### config.mk
export PLATFORM = sky130hd
export DESIGN_NAME = mem_arbiter
export DESIGN_NICKNAME = d
export VERILOG_FILES = /design/src/rtl/mem_arb_pkg.sv /design/src/rtl/arb_pick.sv /design/src/rtl/mem_arbiter.sv
export SDC_FILE = /design/constraint.sdc
export NUM_CORES = 1
export LEC_CHECK = 0
export ABC_AREA = 1
export BUFFER_PORTS_ARGS = -buffer_cell sky130_fd_sc_hd__buf_2
export CORE_MARGIN = 2
export CORE_UTILIZATION = 30
export DETAILED_ROUTE_END_ITERATION = 12
export SYNTH_ARGS = -nofsm -noshare
export SYNTH_HDL_FRONTEND = slang
export SYNTH_SLANG_ARGS = --single-unit
export TNS_END_PERCENT = 30
### constraint.sdc
create_clock -name clk -period 9.4 [get_ports clk]
set_clock_uncertainty 0.05 [all_clocks]
set_input_delay 1.41 -clock clk [delete_from_list [all_inputs] [get_ports clk]]
set_output_delay 1.41 -clock clk [all_outputs]
set_load 0.005 [all_outputs]
### src/rtl/mem_arb_pkg.sv
// Shared types and default widths for the mem_arbiter slice.
package mem_arb_pkg;

  localparam int ADDR_W_DEF = 32;
  localparam int DATA_W_DEF = 32;

  typedef enum logic [1:0] {
    IDLE   = 2'd0,
    BUSY_I = 2'd1,
    BUSY_D = 2'd2
  } state_t;

endpackage

### src/rtl/arb_pick.sv
// Combinational winner select between the fetch and data ports.
// ptr=0 favours the data port, ptr=1 favours the fetch port on a collision.
module arb_pick (
  input  logic req_i,
  input  logic req_d,
  input  logic ptr,
  output logic grant_i,
  output logic grant_d
);

  // Pick at most one winner from the qualified requests.
  always_comb begin
    grant_i = 1'b0;
    grant_d = 1'b0;
    if (req_d && (!req_i || !ptr)) begin
      grant_d = 1'b1;
    end else if (req_i) begin
      grant_i = 1'b1;
    end else begin
      grant_i = 1'b0;
      grant_d = 1'b0;
    end
  end

endmodule

### src/rtl/mem_arbiter.sv
// Two-port (fetch / data) arbiter onto a single shared memory port.
// Optional macro MEM_ARB_ROUND_ROBIN_EN: alternate the winner of
// simultaneous requests; otherwise the data port always wins.
module mem_arbiter
  import mem_arb_pkg::*;
#(
  parameter int ADDR_W = ADDR_W_DEF,
  parameter int DATA_W = DATA_W_DEF
) (
  input  logic              clk,
  input  logic              reset,
  input  logic              i_req,
  input  logic [ADDR_W-1:0] i_addr,
  output logic              i_ack,
  output logic [DATA_W-1:0] i_rdata,
  input  logic              d_req,
  input  logic              d_we,
  input  logic [ADDR_W-1:0] d_addr,
  input  logic [DATA_W-1:0] d_wdata,
  output logic              d_ack,
  output logic [DATA_W-1:0] d_rdata,
  output logic              mem_req,
  output logic              mem_we,
  output logic [ADDR_W-1:0] mem_addr,
  output logic [DATA_W-1:0] mem_wdata,
  input  logic              mem_ack,
  input  logic [DATA_W-1:0] mem_rdata,
  output logic              busy
);

  state_t state_r;
  state_t state_s;
  logic   qual_i_s;
  logic   qual_d_s;
  logic   grant_i_s;
  logic   grant_d_s;
  logic   ptr_s;

  // A port whose ack is pulsing this cycle has already been served.
  assign qual_i_s = i_req & ~i_ack;
  assign qual_d_s = d_req & ~d_ack;

`ifdef MEM_ARB_ROUND_ROBIN_EN
  // 1 when the last contested grant went to the data port. Uncontested
  // grants leave it alone so that successive collisions alternate.
  logic last_d_r;

  // Track the winner of each collision seen in IDLE.
  always_ff @(posedge clk or posedge reset) begin
    if (reset) begin
      last_d_r <= 1'b0;
    end else if ((state_r == IDLE) && qual_i_s && qual_d_s) begin
      last_d_r <= grant_d_s;
    end else begin
      last_d_r <= last_d_r;
    end
  end

  assign ptr_s = last_d_r;
`else
  assign ptr_s = 1'b0;
`endif

  arb_pick u_pick (
    .req_i   (qual_i_s),
    .req_d   (qual_d_s),
    .ptr     (ptr_s),
    .grant_i (grant_i_s),
    .grant_d (grant_d_s)
  );

  // State register.
  always_ff @(posedge clk or posedge reset) begin
    if (reset) begin
      state_r <= IDLE;
    end else begin
      state_r <= state_s;
    end
  end

  // Next-state decode: issue from IDLE, wait for mem_ack while busy.
  always_comb begin
    state_s = state_r;
    case (state_r)
      IDLE: begin
        if (grant_d_s) begin
          state_s = BUSY_D;
        end else if (grant_i_s) begin
          state_s = BUSY_I;
        end else begin
          state_s = IDLE;
        end
      end
      BUSY_I: begin
        if (mem_ack) begin
          state_s = IDLE;
        end else begin
          state_s = BUSY_I;
        end
      end
      BUSY_D: begin
        if (mem_ack) begin
          state_s = IDLE;
        end else begin
          state_s = BUSY_D;
        end
      end
      default: begin
        state_s = IDLE;
      end
    endcase
  end

  // Registered memory request, completion pulses and read data.
  always_ff @(posedge clk or posedge reset) begin
    if (reset) begin
      mem_req   <= 1'b0;
      mem_we    <= 1'b0;
      mem_addr  <= {ADDR_W{1'b0}};
      mem_wdata <= {DATA_W{1'b0}};
      i_ack     <= 1'b0;
      d_ack     <= 1'b0;
      i_rdata   <= {DATA_W{1'b0}};
      d_rdata   <= {DATA_W{1'b0}};
      busy      <= 1'b0;
    end else begin
      i_ack <= 1'b0;
      d_ack <= 1'b0;
      busy  <= (state_s != IDLE);
      case (state_r)
        IDLE: begin
          if (grant_d_s) begin
            mem_req   <= 1'b1;
            mem_we    <= d_we;
            mem_addr  <= d_addr;
            mem_wdata <= d_wdata;
          end else if (grant_i_s) begin
            mem_req   <= 1'b1;
            mem_we    <= 1'b0;
            mem_addr  <= i_addr;
            mem_wdata <= {DATA_W{1'b0}};
          end else begin
            mem_req <= 1'b0;
          end
        end
        BUSY_I: begin
          if (mem_ack) begin
            mem_req <= 1'b0;
            i_rdata <= mem_rdata;
            i_ack   <= 1'b1;
          end else begin
            mem_req <= 1'b1;
          end
        end
        BUSY_D: begin
          if (mem_ack) begin
            mem_req <= 1'b0;
            d_ack   <= 1'b1;
            if (!mem_we) begin
              d_rdata <= mem_rdata;
            end else begin
              d_rdata <= d_rdata;
            end
          end else begin
            mem_req <= 1'b1;
          end
        end
        default: begin
          mem_req <= 1'b0;
        end
      endcase
    end
  end

endmodule

== Word level (Yosys, flattened, before mapping) ==
Index checks and enable logic that the tools add are counted.
Operators by class
  multiplexer cells: 21
  bitwise operators: 5
  reduce and logical (&&, ||, !) cells: 7
  equality and inequality tests: 2
Operators with widths (count)
  2-to-1 mux 32 bit: 4
  2-to-1 mux 1 bit: 13
  one-hot mux 2 bit (3 select lines): 1
  2-to-1 mux 2 bit: 2
  AND reduction 2 bit: 2
  nonzero test 2 bit: 2
  NOT 1 bit: 3
  AND reduction 3 bit: 1
  bitwise AND 1 bit: 2
  == test 2 x 1 -> 1 bit (second input constant): 1
  == test 2 bit (second input constant): 1
  logical NOT 2 bit: 1
  one-hot mux 1 bit (2 select lines): 1
  OR reduction 2 bit: 1
Word-level totals
  input port bits: 134
  register bits after elaboration: 135
  output and inout bits: 133

== Logic depth before layout (Yosys ltp) ==
Gate-level depths: netlist of run 1.
  depth after elaboration: 8
  depth in mapped cells: 9

== Modules after synthesis ==
A second synthesis of run 1 with hierarchy kept.
Unflattened totals
  cell total of the unflattened synthesis: 665
  area, all modules: 5649.2 sq um
Modules (own cells, without submodules)
  mem_arbiter: cells each 661, area an instance 5621.6 sq um, times used 1
  arb_pick: cells each 4, area an instance 27.5 sq um, times used 1

== Worst setup path before layout of run 1 ==
No wires, ideal clock.
  kind: input port to flip-flop
  from: input port d_req
  to: register mem_wdata[0]
  arrival time: 2.077 ns
  path slack: 7.156 ns
  stages: 6
  buffers on the path: 3
  cell sequence: buf_2 -> nand3_4 -> buf_6 -> buf_4 -> nand3_1 -> nand2_1
Between the ends
  longest elaborated chain between the ends: 4
  elaborated cells on any way between the ends: 6
  those cells by class: mux (3); bitwise (1); reduce/logical (2)
RTL lines
  start, declared: line mem_arbiter.sv:16  | input logic d_req,
  bitwise AND 1 bit (*): line mem_arbiter.sv:41  | assign qual_d_s = d_req & ~d_ack;
  2-to-1 mux 1 bit: line arb_pick.sv:15  | if (req_d && (!req_i || !ptr)) begin
  nonzero test 2 bit (no line)
  AND reduction 2 bit (no line)
  end signal, assigned: line mem_arbiter.sv:120  | mem_wdata <= {DATA_W{1'b0}};
  end signal, assigned: line mem_arbiter.sv:136  | mem_wdata <= d_wdata;
  end signal, assigned: line mem_arbiter.sv:141  | mem_wdata <= {DATA_W{1'b0}};
  end, declared: line mem_arbiter.sv:25  | output logic [DATA_W-1:0] mem_wdata,
Every way passes the cells marked *; elsewhere a longest branch is shown, timed or not.
A chain may end at the register's enable or synchronous reset.

== Worst setup path after layout of run 1 ==
  from: input port d_req
  to: register mem_we
Between the ends
  longest elaborated chain between the ends: 4
  elaborated cells on any way between the ends: 6
  those cells by class: mux (3); bitwise (1); reduce/logical (2)
RTL lines
  bitwise AND 1 bit (*): line mem_arbiter.sv:41
  2-to-1 mux 1 bit: line arb_pick.sv:15
  nonzero test 2 bit (no line)
  AND reduction 2 bit (no line)
  end signal, assigned: line mem_arbiter.sv:134  | mem_we <= d_we;
  end, declared: line mem_arbiter.sv:23  | output logic mem_we,
Marks and branches as above.

==> results of run 1 <==
through the flow:
step           power [mW]  instances
2_1_floorplan        1.52        664
3_3_place_gp         1.88       1154
3_5_place_dp         1.90       1154
4_1_cts              2.62       1186
5_1_grt              2.79       1186
6_report             2.56       1186
cell type report:
| type | instances | area share, % |
|---|---|---|
| Clock buffer | 19 | 5.75 |
| Clock inverter | 13 | 2.10 |
| Inverter | 46 | 2.26 |
| Multi-Input combinational cell | 440 | 25.7 |
| Sequential cell | 135 | 42.9 |
| Tap cell | 265 | 4.21 |
| Timing Repair Buffer | 268 | 17.1 |
placed cells by master, fill, tap and decap left out:
| cell type | n |
|---|---|
| buf_2 | 266 |
| nand3_4 | 1 |
| nand2_1 | 266 |
| nand2_2 | 4 |
| nand3_1 | 78 |
| ha_1 | 4 |
| clkinv_2 | 3 |
| a21oi_2 | 1 |
| dfrtp_1 | 135 |
| clkbuf_16 | 17 |
| clkbuf_8 | 2 |
| bufinv_16 | 3 |
| clkinvlp_4 | 1 |
| nand3_2 | 20 |
| inv_2 | 3 |
| inv_1 | 42 |
| buf_4 | 2 |
| clkinv_4 | 1 |
| nor2_4 | 1 |
| o21ai_0 | 65 |
| inv_6 | 6 |
final timing paths:
| path | end | startpoint | slack (ps) |
|---|---|---|---|
| setup / recovery | mem_we | d_req | 5750 |
| hold / removal | d_rdata[20] | d_rdata[20] | 430 |
| setup reg to reg | mem_we | d_ack | 6450 |
| hold reg to reg | d_rdata[20] | d_rdata[20] | 430 |
| max in group asynchronous | d_ack | reset | 6890 |
| min in group asynchronous | d_rdata[24] | reset | 1010 |
worst min-delay path: cells and delay by family, from the launching register on:
| family | cells | cell delay [ps] |
|---|---|---|
| AO/OA/AOI/OAI | 1 | 50 |
| flip-flops | 1 | 340 |
| AND/OR/NAND/NOR | 1 | 50 |
per-layer routing:
layer	GRT usage, %	wire length [microns]	up-vias
met5	0	13	-
met2	25.2	7580	205
li1	-	-	2580
met3	5.66	1330	11
met1	19.3	6750	2390
met4	3.46	136	2
registers in the layout (all words and copies together) (netlist names):
register	cells
mem_addr	32
busy	1
i_rdata	32
i_ack	1
d_rdata	32
mem_we	1
state_r	2
mem_wdata	32
d_ack	1
mem_req	1
power by group:
part           internal (mW)  switching (mW)  leakage [nW]  total [mW]
sequential             0.849           0.142          1.71       0.991
clock                  0.435           0.261         0.305       0.696
combinational          0.364           0.511          2.56       0.876
total                   1.65           0.914          4.57        2.56
cells by family (layout without fill, tap and decap cells):
| kind of cell | Yosys count | after routing |
|---|---|---|
| AND/OR/NAND/NOR | 370 | 370 |
| AO/OA/AOI/OAI | 66 | 66 |
| flip-flops | 135 | 135 |
| buffers and inverters | 89 | 346 |
| adder cells (fa/ha/maj) | 4 | 4 |
==> metrics.txt, run 1 <==
final setup fails 0; Initial Util a little under a third; critical path arrival 3850 ps; GRT Overall Usage 15.3%; largest family of logic cells by synthesized area simple AND/OR/NAND/NOR gates; DP Area 7260 sq um; Leakage 4.57 nW; hpwl dp 10800 microns; Synth area leaders dfrtp_1 (58%), nand2_1 (17%), nand3_1 (6.7%), o21ai_0 (5.6%), nand3_2 (3.4%); PnR worst setup slack 5750 ps; cts hold-fix bufs 0; mux contribution to synthesized area 0%; vias in the first global route 4892; RSZ-0062 raised after global routing no; R2R cell count 4; CP cell instances buf_2 > nand3_4 > nand2_2 > o21ai_0; post-synthesis adder-cell area fraction 0.855%; Synth Area in Simple Gates 28.0%; EDFF count, synth 0; WP depth 4; Port Buffer Count 266; status finished clean; dpl ws ~5300 ps; GRT overflow 0; top cell type's share of synthesized area slightly below 60%; Avg WL per Cell 13.3 microns; crit path launch type primary input; Critical Path End Type flip-flop; Worst slew margin 26.7%; Iteration-0 DRC Markers ~190; remaining antenna violation count 0; Fillers about 2000; WP buf/inv 1; CTS tree built; setup TNS 0 ps; synth cell count leaders nand2_1 (267), dfrtp_1 (135), nand3_1 (78); clock sink count between 100 and 150; Core Util, Final roughly two fifths; cell family with most CP delay simple AND/OR/NAND/NOR gates; vias per cell 4.37; multi-input logic area a little over 2000 sq um; vias approximately 5200; initial antenna violation count 1; Clock transition at path regs 60 ps; async set-reset flop share out of synthesis 100%; main flop type after synthesis dfrtp_1; worst hold stages 2; H-Tree Depth 4; fin nets ~1000; hold slack around 430 ps; Syn Inst Count approximately 660; die area between 20000 and 25000 sq um; yosys warns 0; Final Instance Area slightly below 8000 sq um; WP data required 9610 ps; Routed WL about 16000 microns; first-pass iteration count of the detailed router 6; core area about 19000 sq um; CTS Buffer Depth 2; register area about 3400 sq um; Synth Cell Area 5860 sq um; n_diodes 0; VDD IR max 0.116 mV; Crit Path Class primary input to flip-flop; Ports between 200 and 300; die height around 140 microns; Rows 51; largest net degree at the start of global routing between 70 and 80; Synth Area in Compound Gates 5.71%; Synth area leader dfrtp_1; number of max-cap violations 0; Max Fclk about 270 MHz; Residual DRC 0; most frequent cell after synthesis nand2_1; Syn-to-layout area delta 34.6%; Resized cells post-CTS 0; Pwr Density 325 nW/um^2; Slew @ Worst Pin between 1000 and 1500 ps; CTS Buf Count 17; final worst path period share between 30% and 40%; first-pass GRT wire length between 20000 and 25000 microns; Seq/Total Area, Yosys 57.7%; XOR/XNOR Fraction of Synth Area 0%; Hold Crit Class flip-flop to flip-flop; synthesized area per cell approximately 9 sq um; Post-Syn Nets ~800; share of cells above drive strength 1 35.9%; CTS root buf clkbuf_16; post-synthesis register bit count ~140; Tmin final roughly 3600 ps; CP max stage delay roughly 870 ps; synth unique cells 16; Clock Latency Late Sink ~400 ps; worst-path fanout max 68; Slowest cell on crit path nand2_2; die width between 100 and 150 microns; Setup Fix Bufs, Post-CTS 0; Final Hold Vio Count 0; RePlAce Congestion around 0.75; max-slew violations 0
Power figures use the tool's default switching activity.
==> run 2: changes to the inputs <==
--- a/config.mk
+++ b/config.mk
@@ -5,7 +5,7 @@
 export SDC_FILE = /design/constraint.sdc
 export NUM_CORES = 1
 export LEC_CHECK = 0
-export ABC_AREA = 1
+export ABC_AREA = 0
 export BUFFER_PORTS_ARGS = -buffer_cell sky130_fd_sc_hd__buf_2
 export CORE_MARGIN = 2
 export CORE_UTILIZATION = 30
==> constraint.sdc (replaced) <==
create_clock -name clk -period 3.13 [get_ports clk]
set_clock_uncertainty 0.05 [all_clocks]
set_input_delay 0.4695 -clock clk [delete_from_list [all_inputs] [get_ports clk]]
set_output_delay 0.4695 -clock clk [all_outputs]
set_load 0.005 [all_outputs]
==> run 2 against run 1 <==
First-iteration DRC count down 67%. Area after synthesis down 5.4%. Cell count down 28%. Via count shrank 25%. Routed wire length down 14%. Core utilization up 2.0 points. Non-clock buffer count rose by 3. Design area shrank 2.2%. Sequential cell count did not move. Largest cell class unchanged. Largest power group unchanged. Highest routed layer is now met4.
==> metrics.txt, run 2 <==
status finished clean; WP data required approximately 3400 ps; GRT Overall Usage 14.0%; die area just under 20000 sq um; most frequent cells in the layout buf_2 (266), dfrtp_1 (135), mux2_2 (76); Fillers about 1700; synth cell count leaders dfrtp_1 (135), mux2_2 (76), a22o_1 (33); remaining antenna violation count 0; Syn Inst Count 343; Clock transition at path regs 60 ps; Initial Util between 30% and 40%; Hold Crit Endpoint mem_wdata[13]; Rows 49; vias in the first global route between 4000 and 5000; post-synthesis register bit count ~140; Worst slew margin ~22%; final worst path period share 67.4%; max-slew violations 0; synthesized area per cell approximately 16 sq um; die height 140 microns; initial antenna violation count 0; Slew @ Worst Pin ~1200 ps; CP max stage delay between 600 and 700 ps; Pwr Density around 1000 nW/um^2; HP Start d_wdata[13]; n_diodes 0; share of cells above drive strength 1 65.7%; Post-Syn Nets around 480; CTS Buffer Depth 2; CTS Buf Count 17; Final Hold Vio Count 0; Synth area leaders dfrtp_1 (61%), mux2_2 (15%), mux2_4 (7.9%), a22o_1 (5.2%), mux2_1 (4.7%); commonest non-fill, non-tap cell in the layout buf_2; first-pass iteration count of the detailed router 4; Slowest cell on crit path nand2b_2; Leakage slightly below 4 nW; Synth area leader dfrtp_1; vias per cell approximately 4.5; worst-path fanout max 32; main flop type after synthesis dfrtp_1; core area 18000 sq um; cell family with most CP delay simple AND/OR/NAND/NOR gates; worst flop-to-flop path startpoint state_r[0]; CTS tree built; register area around 3400 sq um; Synth Cell Area between 5000 and 6000 sq um; worst hold stages 2; Port Buffer Count approximately 270; Syn-to-layout area delta 39.1%; most frequent cell after synthesis dfrtp_1; Clock Latency Late Sink about 410 ps; crit path launch type flip-flop; Ports 267; RePlAce Congestion roughly 0.83; Critical Path End Type flip-flop; CP cell instances inv_1 > ha_1 > and2_1 > nand2b_2 > mux2_2; Max Fclk 474 MHz; number of max-cap violations 0; Routed WL 13600 microns; setup slack, reg-to-reg ~1000 ps; multi-input logic area approximately 2000 sq um; R2R cell count 5; fin nets roughly 750; setup TNS 0 ps; GRT overflow 0; Iteration-0 DRC Markers between 60 and 70; H-Tree Depth 4; async set-reset flop share out of synthesis 100%; yosys warns 0; largest net degree at the start of global routing 67; critical path arrival between 2000 and 2500 ps; first-pass GRT wire length 21900 microns; Crit Path Class flip-flop to flip-flop; clock sink count 135; Reg-to-Reg End d_rdata[18]; Tmin final 2110 ps; Seq/Total Area, Yosys about three fifths; final setup fails 0; vias roughly 3900; overall power roughly 7.8 mW; Hold Crit Class primary input to flip-flop; WP buf/inv 1; synth unique cells 23; Residual DRC 0; die width roughly 140 microns; hpwl dp between 9000 and 10000 microns; RSZ-0062 raised after global routing no; Avg WL per Cell 16.0 microns; EDFF count, synth 0; VDD IR max between 0.4 and 0.5 mV; top cell type's share of synthesized area between 60% and 70%; CTS root buf clkbuf_16
==> run 2: changes by cell type in the layout (fill, tap and decap cells not counted), sizes merged, moves of 2 or more <==
cell,delta
nand2,-268
mux2,+128
nand3,-99
o21ai,-63
inv,-43
a22o,+33
and2,+2
buf,+2
nand2b,+2
==> run 2: metal layers <==
| metal | track usage (%) | up-vias | part of all wire (%) |
|---|---|---|---|
| met2 | 24.2 | 173 | 50 |
| met3 | 5.75 | 12 | 9.4 |
| met4 | 4.32 | 0 | 1.1 |
| met5 | 0 | - | 0 |
| met1 | 15.8 | 1922 | 40 |
| li1 | - | 1764 | - |
==> run 2: cells by family after synthesis <==
| family | after synthesis | synth area share [%] |
|---|---|---|
| multiplexers | 128 | 28.0 |
| adder cells (fa/ha/maj) | 4 | 0.904 |
| AND/OR/NAND/NOR | 10 | 1.11 |
| AO/OA/AOI/OAI | 39 | 5.94 |
| buffers and inverters | 27 | 3.07 |
| flip-flops | 135 | 61.0 |
==> run 2: what timing repair did <==
item | in CTS | in global routing
setup buffers | 0 | 0
hold buffers | 1 | 0
gates resized for setup | 0 | 0
hold endpoints to repair | 12 | 0
==> run 2: layout make-up <==
cell class	instances	area share (%)
Clock buffer	20	5.93
Clock inverter	12	2.13
Inverter	5	0.292
Multi-Input combinational cell	181	26.0
Sequential cell	135	43.8
Tap cell	229	3.72
Timing Repair Buffer	271	18.1
==> run 2: power breakdown <==
part / switching, mW / internal, mW
registers: 0.444 / 2.59
logic: 1.13 / 1.53
clock network: 0.777 / 1.31
==> run 2: worst max-delay path by stage <==
stage,from,to,slack (ps),depth (start not counted)
5_1_grt,state_r[0],d_rdata[6],860,5
4_1_cts,state_r[0],d_rdata[22],970,5
3_5_place_dp,d_req,mem_addr[27],880,5
2_1_floorplan,reset,busy,930,1
3_3_place_gp,d_req,mem_addr[27],940,5
6_report,state_r[0],d_rdata[18],1020,5
==> run 2: through the flow <==
step,instance area (sq um),worst slack [ps],std cells,hold slack (ps),util (%)
after floorplan,5540,931,343,439,-
after global placement,7070,940,820,395,39.2
after detailed placement,7070,881,820,402,39.2
after CTS,7700,975,853,199,42.7
after global routing,7700,861,853,201,42.7
final,7700,1020,853,220,42.7
==> run 3: changes to the inputs <==
--- a/config.mk
+++ b/config.mk
@@ -5,7 +5,7 @@
 export SDC_FILE = /design/constraint.sdc
 export NUM_CORES = 1
 export LEC_CHECK = 0
-export ABC_AREA = 0
+export ABC_AREA = 1
 export BUFFER_PORTS_ARGS = -buffer_cell sky130_fd_sc_hd__buf_2
 export CORE_MARGIN = 2
 export CORE_UTILIZATION = 30
==> constraint.sdc (replaced) <==
create_clock -name clk -period 1.81 [get_ports clk]
set_clock_uncertainty 0.05 [all_clocks]
set_input_delay 0.2715 -clock clk [delete_from_list [all_inputs] [get_ports clk]]
set_output_delay 0.2715 -clock clk [all_outputs]
set_load 0.005 [all_outputs]
==> run 3 against run 2 <==
Critical path depth is 3 higher. Global-route usage is 2.5 points higher. Hold slack worse by 200 ps. Critical path type unchanged. Largest cell class unchanged. Largest power group unchanged.
==> metrics.txt, run 3 (same netlist as run 1, synthesis figures left out) <==
status finished clean; Syn-to-layout area delta 44.5%; Final Non-Filler Cells roughly 1200; setup TNS 0 ps; P_int around 8.9 mW; CP cell instances inv_1 > ha_1 > inv_2 > nor2_4 > nand2_2 > nand2_2 > buf_12 > o21ai_0; Pwr Density 1630 nW/um^2; proportion of power drawn by the clock network a little over a quarter; remaining antenna violation count 0; Final Hold Vio Count 0; die height 144 microns; clock sink count approximately 140; CTS tree built; final setup fails 0; worst-path fanout max 24; Slew @ Worst Pin about 600 ps; RSZ-0062 raised after global routing no; final worst path period share 89.1%; Initial Util ~30%; Iteration-0 DRC Markers around 190; vias per cell 4.40; Tmin final 1610 ps; CP max stage delay about 400 ps; Clock transition at path regs 50 ps; GRT Overall Usage 16.5%; switch share between 30% and 40%; largest net degree at the start of global routing between 60 and 70; VDD IR max 0.831 mV; overall power 13.8 mW; Avg WL per Cell between 10 and 15 microns; share of cells above drive strength 1 a little over a third; Max Fclk approximately 620 MHz; CTS Buf Count 17; crit path launch type flip-flop; Critical Path End Type flip-flop; WP data required just over 2000 ps; Rows roughly 50; Worst slew margin just over 60%; register share of total power between 30% and 40%; Final Instance Area around 8500 sq um; Ports 267; hpwl dp 12200 microns; Setup Fix Bufs, Post-CTS 0; n_diodes 0; fin nets 1094; WP buf/inv 3; Clock Latency Late Sink 410 ps; GRT overflow 0; CTS Buffer Depth 2; Comb pwr share a little over a third; cell family with most CP delay flip-flops; most frequent CP cell nand2_2; RePlAce Congestion ~0.76; PnR worst setup slack slightly below 200 ps; number of max-cap violations 0; Port Buffer Count approximately 270; first-pass GRT wire length around 26000 microns; max-slew violations 0; Routed WL approximately 17000 microns; dpl ws about 210 ps; critical path arrival approximately 1900 ps; vias approximately 5400; core area just under 20000 sq um; H-Tree Depth 4; CTS root buf clkbuf_16; switching power 4.86 mW; vias in the first global route 5248; placed insts 1175; Fillers between 1500 and 2000; Hold Crit Class primary input to flip-flop; Crit Path Class flip-flop to flip-flop; DP Area approximately 7600 sq um; die area approximately 21000 sq um; first-pass iteration count of the detailed router 6; die width 144 microns; most frequent cells in the layout nand2_1 (266), buf_2 (266), dfrtp_1 (135); Leakage 4.83 nW; Slowest cell on crit path dfrtp_1; initial antenna violation count 1; Residual DRC 0
-- run 3: layout make-up --
type	instances	area (sq um)	share of cell area, %
clock inverter	11	144	1.70
tap	265	332	3.92
timing repair buffer	316	1920	22.7
inverter	46	176	2.08
multi-input combinational	440	2030	24.0
sequential	135	3380	39.9
clock buffer	21	480	5.68
-- run 3: layer usage --
metal,GRT usage (%),part of all wire (%),vias up
met5,0,0.094,-
met4,4.08,1.1,2
met2,28.4,48,204
li1,-,-,2680
met3,6.60,8.4,20
met1,19.2,42,2526
-- run 3: power groups by stage --
stage / sequential (mW) / clock, mW / combinational (mW)
floorplan: 5.30 / 0 / 2.58
global placement: 5.17 / 0 / 4.86
detailed placement: 5.20 / 0 / 4.97
CTS: 5.18 / 3.76 / 5.02
global route: 5.36 / 3.90 / 5.63
finish: 5.17 / 3.65 / 4.93
-- run 3: worst paths after layout --
check,slack [ps],from,depth (start not counted),endpoint
setup / recovery,200,state_r[0],8,mem_we
hold / removal,20,d_wdata[2],3,mem_wdata[2]
setup reg to reg,200,state_r[0],8,mem_we
hold reg to reg,430,d_rdata[30],2,d_rdata[30]
max in group asynchronous,760,reset,4,mem_addr[24]
min in group asynchronous,430,reset,3,i_rdata[20]
-- run 3: through the flow --
stage	util (%)	hold WS, ps
2_1_floorplan	-	338
3_3_place_gp	39.1	325
3_5_place_dp	39.1	327
4_1_cts	43.7	1.27
5_1_grt	43.8	8.42
6_report	43.8	23.0
-- run 3: what timing repair did --
action	in CTS	in global routing
endpoints found under the hold margin	34	1
gates resized for setup	0	0
hold buffers	26	1
-- run 3: worst reg2reg max path, delay by kind of cell, from the launching register on --
family                   cells  cell delay [ps]
flip-flops                   1              400
AND/OR/NAND/NOR              3              390
AO/OA/AOI/OAI                1               80
buffers and inverters        3              350
adder cells (fa/ha/maj)      1              220
